--- config.mk ---
export PLATFORM = sky130hd
export DESIGN_NAME = inst_mem_loader
export DESIGN_NICKNAME = d
export VERILOG_FILES = /design/src/rtl/inst_mem_loader_pkg.sv /design/src/rtl/inst_mem_loader_array.sv /design/src/rtl/inst_mem_loader.sv
export SDC_FILE = /design/constraint.sdc
export NUM_CORES = 2
export LEC_CHECK = 0
export BUFFER_PORTS_ARGS = -buffer_cell sky130_fd_sc_hd__buf_2
export CAP_MARGIN = 20
export CORE_MARGIN = 2
export CORE_UTILIZATION = 41
export CTS_CLUSTER_DIAMETER = 50
export DETAILED_ROUTE_END_ITERATION = 12
export PLACE_DENSITY = 0.58
export SYNTH_ARGS = -nofsm -noshare
export SYNTH_HDL_FRONTEND = slang
export SYNTH_SLANG_ARGS = --single-unit
--- constraint.sdc ---
create_clock -name clk -period 5.2 [get_ports clk]
set_input_delay 1.04 -clock clk [delete_from_list [all_inputs] [get_ports clk]]
set_output_delay 1.04 -clock clk [all_outputs]
set_load 0.005 [all_outputs]
--- src/rtl/inst_mem_loader_pkg.sv ---
// Shared types and constants for the loadable instruction memory.
package inst_mem_pkg;

  typedef enum logic [1:0] {
    CLEAR = 2'd0,
    LOAD  = 2'd1,
    RUN   = 2'd2
  } imem_state_e;

  // Encoding used to fill every word on reset.
  localparam logic [31:0] IMEM_NOP = 32'b00000000000001111000000000000000;

endpackage

--- src/rtl/inst_mem_loader_array.sv ---
// Simple dual-port RAM: synchronous write port, registered read port with
// read enable. The read register resets to RD_RST_VAL.
module inst_mem_array #(
  parameter int                 DATA_W     = 32,
  parameter int                 ADDR_W     = 6,
  parameter logic [DATA_W-1:0]  RD_RST_VAL = {DATA_W{1'b0}}
) (
  input  logic              clk,
  input  logic              rst,
  input  logic              we,
  input  logic [ADDR_W-1:0] waddr,
  input  logic [DATA_W-1:0] wdata,
  input  logic              re,
  input  logic [ADDR_W-1:0] raddr,
  output logic [DATA_W-1:0] rdata
);

  logic [DATA_W-1:0] mem_r [2**ADDR_W];
  logic [DATA_W-1:0] rdata_r;

  // Storage write port; contents are not reset, the controller clears them.
  always_ff @(posedge clk) begin
    if (we) begin
      mem_r[waddr] <= wdata;
    end
  end

  // Registered read port; holds its value while re is low.
  always_ff @(posedge clk) begin
    if (rst) begin
      rdata_r <= RD_RST_VAL;
    end else if (re) begin
      rdata_r <= mem_r[raddr];
    end
  end

  assign rdata = rdata_r;

endmodule

--- src/rtl/inst_mem_loader.sv ---
// Loadable instruction memory: clears to NOP after reset, accepts a program
// image over a valid/ready port, then serves registered stallable fetches.
module inst_mem_loader
  import inst_mem_pkg::*;
#(
  parameter int                DATA_W   = 32,
  parameter int                ADDR_W   = 6,
  parameter logic [DATA_W-1:0] NOP_WORD = IMEM_NOP
) (
  input  logic              clk,
  input  logic              rst,
  input  logic              load_valid,
  output logic              load_ready,
  input  logic [DATA_W-1:0] load_data,
  input  logic              load_last,
  input  logic              reload,
  input  logic              fetch_en,
  input  logic [ADDR_W-1:0] fetch_addr,
  output logic [DATA_W-1:0] fetch_data,
  output logic              fetch_valid,
  output logic              busy,
  output logic [ADDR_W:0]   load_count,
  output logic              load_overflow
);

  localparam int             DEPTH   = 2**ADDR_W;
  localparam logic [ADDR_W:0] DEPTH_C = {1'b1, {ADDR_W{1'b0}}};

  imem_state_e       state_r, next_state_s;
  logic [ADDR_W-1:0] clr_ptr_r, wr_ptr_r;
  logic [ADDR_W:0]   load_count_r;
  logic              load_overflow_r, fetch_valid_r, busy_r, load_ready_r;
  logic              busy_s, load_ready_s, handshake_s, room_s;
  logic              we_s, re_s;
  logic [ADDR_W-1:0] waddr_s;
  logic [DATA_W-1:0] wdata_s;

  assign handshake_s = load_valid && load_ready_r;
  assign room_s      = (load_count_r < DEPTH_C);

  // State register.
  always_ff @(posedge clk) begin
    if (rst) begin
      state_r <= CLEAR;
    end else begin
      state_r <= next_state_s;
    end
  end

  // Next-state logic.
  always_comb begin
    next_state_s = state_r;
    case (state_r)
      CLEAR: begin
        if (clr_ptr_r == {ADDR_W{1'b1}}) next_state_s = LOAD;
        else                             next_state_s = CLEAR;
      end
      LOAD: begin
        if (handshake_s && load_last) next_state_s = RUN;
        else                          next_state_s = LOAD;
      end
      RUN: begin
        if (reload) next_state_s = LOAD;
        else        next_state_s = RUN;
      end
      default: next_state_s = CLEAR;
    endcase
  end

  // Output decode: next-cycle flags and RAM port controls.
  always_comb begin
    busy_s       = (next_state_s != RUN);
    load_ready_s = (next_state_s == LOAD);
    we_s         = 1'b0;
    waddr_s      = clr_ptr_r;
    wdata_s      = NOP_WORD;
    re_s         = (state_r == RUN) && fetch_en;
    case (state_r)
      CLEAR: begin
        we_s = !rst;
      end
      LOAD: begin
        if (handshake_s && room_s) begin
          we_s    = !rst;
          waddr_s = wr_ptr_r;
          wdata_s = load_data;
        end else begin
          we_s = 1'b0;
        end
      end
      default: begin
        we_s = 1'b0;
      end
    endcase
  end

  // Pointers, load bookkeeping and registered status outputs.
  always_ff @(posedge clk) begin
    if (rst) begin
      clr_ptr_r       <= {ADDR_W{1'b0}};
      wr_ptr_r        <= {ADDR_W{1'b0}};
      load_count_r    <= {(ADDR_W+1){1'b0}};
      load_overflow_r <= 1'b0;
      fetch_valid_r   <= 1'b0;
      busy_r          <= 1'b1;
      load_ready_r    <= 1'b0;
    end else begin
      fetch_valid_r <= re_s;
      busy_r        <= busy_s;
      load_ready_r  <= load_ready_s;
      if (state_r == CLEAR) begin
        clr_ptr_r <= clr_ptr_r + ADDR_W'(1);
      end
      if (handshake_s) begin
        if (room_s) begin
          wr_ptr_r     <= wr_ptr_r + ADDR_W'(1);
          load_count_r <= load_count_r + (ADDR_W+1)'(1);
        end else begin
          load_overflow_r <= 1'b1;
        end
      end
      // Reload keeps memory contents; only the write bookkeeping restarts.
      if ((state_r == RUN) && reload) begin
        wr_ptr_r        <= {ADDR_W{1'b0}};
        load_count_r    <= {(ADDR_W+1){1'b0}};
        load_overflow_r <= 1'b0;
      end
    end
  end

  inst_mem_array #(
    .DATA_W     (DATA_W),
    .ADDR_W     (ADDR_W),
    .RD_RST_VAL (NOP_WORD)
  ) u_array (
    .clk   (clk),
    .rst   (rst),
    .we    (we_s),
    .waddr (waddr_s),
    .wdata (wdata_s),
    .re    (re_s),
    .raddr (fetch_addr),
    .rdata (fetch_data)
  );

  assign load_ready    = load_ready_r;
  assign fetch_valid   = fetch_valid_r;
  assign busy          = busy_r;
  assign load_count    = load_count_r;
  assign load_overflow = load_overflow_r;

endmodule

## Word-level counts from Yosys, hierarchy flattened

Memories as Yosys holds them, arrays and structs flattened. A register that Yosys moved wholly into a read port is not among the register bits.
Index checks and enable logic that the tools add are counted.
W data, S select, Z words.

- Register bits: 25
- Latch bits: 0
- Memory bits (writable): 2048
- Memory bits (read-only): 0
- Logic and storage cells: 41
- Memories: 1

Memories:

| name | depth | bits a word | read ports | clocked after Yosys merged registers in | write ports | RTL line | RTL |
|---|---|---|---|---|---|---|---|
| u_array.mem_r | 64 | 32 | 1 | 1 | 1 | inst_mem_loader_array.sv:18 | `logic [DATA_W-1:0] mem_r [2**ADDR_W];` |

- $add $sub $neg: 3
- Multiply operators: 0
- Div/mod/pow operators: 0
- Magnitude comparators: 1
- Equality and inequality tests: 5
- Shifts and indexed selects: 0
- Mux-type cells: 12
- Bitwise gates (word level): 1
- Reduce and logical (&&, ||, !) cells: 10

Operator list:

| operator | number |
|---|---|
| $mux W32 | 2 |
| $add A6 B1 Y6 const B | 2 |
| $mux W6 | 2 |
| $add A7 B1 Y7 const B | 1 |
| $lt A7 B7 Y1 const B | 1 |
| $eq A6 B6 Y1 const B | 1 |
| $pmux W2 S3 | 1 |
| $logic_and A1 B1 Y1 | 5 |
| $eq A2 B1 Y1 const B | 2 |
| $mux W1 | 4 |
| $mux W2 | 2 |
| $reduce_and A2 Y1 | 2 |
| $eq A2 B2 Y1 const B | 1 |
| $logic_not A2 Y1 | 1 |
| $ne A2 B2 Y1 const B | 1 |
| $pmux W1 S2 | 1 |
| $reduce_or A2 Y1 | 1 |
| $logic_not A1 Y1 | 1 |
| $not A1 Y1 | 1 |

## Depth between registers and ports, before layout

- Word-level depth: 6
- Gate-level depth with buffers: 11

## Modules after synthesis

Synthesis repeated with hierarchy kept, for this count alone.

- Cell total of the unflattened synthesis: 3901
- Area total of the unflattened synthesis: 81150.3 um2

By module, submodules not included:

| module | times used | cells each | area each (um2) |
|---|---|---|---|
| inst_mem_array | 1 | 3741 | 79746.5 |
| inst_mem_loader | 1 | 160 | 1403.8 |

## Worst setup path before layout

OpenSTA, ideal clock, no wires.

- Path type: input to register
- From: in load_valid
- To: mem u_array.mem_r[33][0] (enable)
- Arrival time: 3.495 ns
- Data required time: 4.779 ns
- Slack: 1.284 ns
- Stages: 5
- Buffers on the path: 0
- Path through: nand3b_1 -> nor2_2 -> mux2i_1 -> nand2_1 -> nor2_1

- Longest elaborated chain between the ends: 6

RTL lines:

| what | RTL line | RTL |
|---|---|---|
| start, declared | inst_mem_loader.sv:12 | `input logic load_valid,` |
| $logic_and A1 B1 Y1 (*) | inst_mem_loader.sv:38 | `assign handshake_s = load_valid && load_ready_r;` |
| $logic_and A1 B1 Y1 (*) | inst_mem_loader.sv:83 | `if (handshake_s && room_s) begin` |
| $mux W1 | inst_mem_loader.sv:83 |  |
| $pmux W1 S2 | inst_mem_loader.sv:78 | `case (state_r)` |
| $mux W1 | inst_mem_loader_array.sv:23 | `if (we) begin` |
| $mux W1 (implied by the code) | inst_mem_loader_array.sv:24 | `mem_r[waddr] <= wdata;` |
| end, declared | inst_mem_loader_array.sv:18 |  |

Every way passes the cells marked *; elsewhere a longest branch is shown, timed or not.

## Worst setup path after layout

- From: reg state_r[0]
- To: mem u_array.mem_r[50][6] (enable)

- Longest elaborated chain between the ends: 4

RTL lines:

| what | RTL line | RTL |
|---|---|---|
| start, declared | inst_mem_loader.sv:29 | `imem_state_e state_r, next_state_s;` |
| start signal, assigned | inst_mem_loader.sv:46 | `state_r <= next_state_s;` |
| $eq A2 B1 Y1 / $logic_not A2 Y1 (equally long branches) | inst_mem_loader.sv:78 |  |
| $pmux W1 S2 | inst_mem_loader.sv:78 |  |
| $mux W1 | inst_mem_loader_array.sv:23 |  |
| $mux W1 (implied by the code) | inst_mem_loader_array.sv:24 |  |

Parallel ways exist; a longest one is shown, timed or not.

==> flow_summary.ini <==
[placed_design]
gp_congestion = 0.8819
place_inst = 6565
io_buffers = 86
dp_hpwl_um = 131200

[cts]
post_cts_buffers = 0
cts_tree = yes
clk_pin_slew_worst_paths_ns = 0.06
h-tree-depth = 4
clk_latency_ns = 0.85
ctsHoldBuffers = 0
cts.path.max_buffers = 3
cts_sinks = 2105
cts_buffers = 215
clockRootBuffer = clkbuf_16
ctsResizeCount = 0

[die]
die_x_um = 449.0
fp.dieH_um = 449.0
dieArea_sq_um = 201600
ios = 87
row_count = 163
initial_core_util_pct = 41.22
core_area_sq_um = 197000

[timing]
finalCriticalPeriod_ns = 3.795
tns_ns = 0
slew_headroom_pct = 27.51
slew_violations = 0
skew_ns = 0.03278
rsz0062_at_grt = false
finalCritPeriodShare_pct = 72.98
setup_viol = 0
tightest_slew_ns = 1.083
fmax_mhz = 263.5
hold_viol_final = 0

[global_routing]
grt_usage_pct = 21.38
first_global_vias = 40357
use_met2_pct = 35.08
antenna_found_initial = 8
grt_max_degree = 65
grt_pass1_wl_um = 309000
grt-ovfl-total = 0
met1_usage_pct = 29.62
top_usage_layer = met2
met3_usage_pct = 3.008

[synth]
synth_mux_area_share_pct = 15.45
synth_edf_count = 2048
yosys.cell_types.count = 65
synth-xor-area-share_pct = 0.1402
syn_area_sq_um = 81200
synth_flop_cell = edfxtp_1
yosysWarnings = 0
yosys.area_share.simple_pct = 2.385
synth_top_family_by_area = multiplexers
synthAdderAreaFrac_pct = 0.04623
synth_seq_cells = 2105
synthArstFlopShare_pct = 0
syn-num-nets = 3881
syn_avg_cell_area_sq_um = 21.18
synth_compound_area_share_pct = 3.305
syn_inst = 3834
ys_seq_area_share_pct = 77.14

[drt]
drt_iter0_drc = 4384
antenna_left = 0
wirelength_um = 217300
via_count = 40170
avgViaCountPerCell = 5.753
drc_errors = 0
routedWlPerCell_um = 31.12
firstDrtPassIters = 5

[critical_path]
timing_worst_setup_path_type = register to register
worstPathCellList = nand2b_1, nor2_4, buf_4, mux2i_1, nand2_1, nor2_4, buf_4
critical-path-max-stage-delay_ns = 0.64
worst-path-max-fanout = 32
cp.arrival_ns = 4.25
crit_slowest_cell = dfxtp_1
cpLargestDelayFamily = simple AND/OR/NAND/NOR gates
crit_buf_inv = 2
crit_path_start_kind = register
cp.required_ns = 5.66
endpoint_kind = register

[job]
drv_cap = 0

[power]
p_per_area_nw_per_um2 = 374.9
p_sw_share_pct = 20.67
ir_drop_mv = 0.3167
p_int_mw = 27.84
p_leak_nw = 26.83
seqPwrFrac_pct = 52.4
totalPowerFinal_mw = 35.09
p_comb_share_pct = 3.2
power.clock.fraction_pct = 44.4
p_sw_mw = 7.253

[cells_and_area]
nFillCells = 16252
syn_to_final_growth_pct = 15.28
multiInputGateArea_sq_um = 17860
final_common_cell = edfxtp_1
fin_cells = 6982
drive_gt1_share_pct = 28.40
mostFrequentLayoutCells = edfxtp_1, mux4_2, clkbuf_16
seq_area_sq_um = 62640
fin_nets = 4194

[worst_hold_path]
hold_class = register to register

[status]
outcome = finished clean
## flip-flops by register name, indices dropped and copies added, names as in the netlist
signal / cells
fetch_valid: 1
load_ready: 1
load_overflow: 1
clr_ptr_r: 6
u_array.mem_r: 2048
busy: 1
load_count: 7
u_array.rdata: 32
state_r: 2
wr_ptr_r: 6
## cell type report
cell class / instances / area share (%)
tap: 2640 / 3.529
inverter: 7 / 0.03208
clock buffer: 270 / 6.046
clock inverter: 141 / 1.589
antenna: 1 / 0.002673
multi-input combinational: 1513 / 19.08
sequential: 2105 / 66.92
timing repair buffer: 305 / 2.796
## layer usage
metal	vias to the layer above	part of all wire, %
met1	21715	42
met2	1438	49
li1	16718	-
met5	-	0.012
met4	4	3.1
met3	295	5.6
## through the flow
step,worst slack [ns],hold slack (ns),cell area (sq um),utilization (%)
3_3_place_gp,1.093,0.4609,86380,43.84
5_1_grt,1.165,0.5036,93600,47.51
2_1_floorplan,1.284,0.4597,81200,-
6_report,1.405,0.4785,93600,47.51
4_1_cts,1.417,0.4178,93520,47.47
3_5_place_dp,1.084,0.4613,86380,43.84
## power by group through the flow
| stage | Combinational [mW] | Clock (mW) | Sequential (mW) |
|---|---|---|---|
| 2_1_floorplan | 0.711 | 0 | 18.8 |
| 3_3_place_gp | 1.12 | 0 | 18.8 |
| 3_5_place_dp | 1.13 | 0 | 18.8 |
| 4_1_cts | 1.13 | 15.8 | 18.4 |
| 5_1_grt | 1.17 | 16.5 | 18.4 |
| 6_report | 1.11 | 15.6 | 18.4 |
## worst paths after layout
| kind | end | cells after the start | start | slack [ns] |
|---|---|---|---|---|
| setup reg to reg | u_array.mem_r[50][6]$_DFFE_PP_ | 7 | state_r[0]$_SDFF_PP0_ | 1.41 |
| hold / removal | load_overflow$_SDFFE_PP0P_ | 2 | load_overflow$_SDFFE_PP0P_ | 0.48 |
| setup / recovery | u_array.mem_r[50][6]$_DFFE_PP_ | 7 | state_r[0]$_SDFF_PP0_ | 1.41 |
| hold reg to reg | load_overflow$_SDFFE_PP0P_ | 2 | load_overflow$_SDFFE_PP0P_ | 0.48 |
## cell families (layout without fill, tap and decap cells)
logic type      after synthesis  count (layout)
flops                      2105            2105
mux                         694             694
simple gates                421             421
compound gates              382             382
buf+inv                     216             723
xor+xnor                     13              13
fa+ha+maj                     3               3
other cells                   0               1
## synth_stat cells, types with 6 or more instances
master,count,area [sq um]
a2111oi_0,8,70.07
a211oi_1,6,45.04
a21oi_1,58,290.3
a221oi_1,20,175.2
a22o_1,16,140.1
a22oi_1,15,112.6
a2bb2oi_1,23,201.4
a31oi_1,22,137.6
a32oi_1,21,183.9
and2_1,46,287.8
and3_1,6,37.54
buf_1,10,37.54
buf_2,69,345.3
buf_4,38,285.3
buf_6,20,225.2
clkbuf_1,69,259.0
dfxtp_1,57,1141
edfxtp_1,2048,61500
mux2_2,68,765.7
mux2i_1,186,1862
mux4_2,437,9842
nand2_1,153,574.3
nand2b_1,17,106.4
nand3_1,22,110.1
nand4_1,11,68.82
nor2_1,118,442.9
nor2b_1,18,112.6
nor3_1,8,40.04
o21a_1,7,52.55
o21ai_0,39,195.2
o21ai_1,18,90.09
o221ai_1,30,262.8
o22ai_1,63,394.1
o2bb2ai_1,8,70.07
or3_1,10,62.56
xor2_1,9,78.83
## worst register-to-register path, cell delays in order, from the launching register on
cell and delay, ns:
dfxtp_1 0.64, nand2b_1 0.33, nor2_4 0.37, buf_4 0.47
mux2i_1 0.30, nand2_1 0.47, nor2_4 0.23, buf_4 0.54
Power figures use the tool's default switching activity.
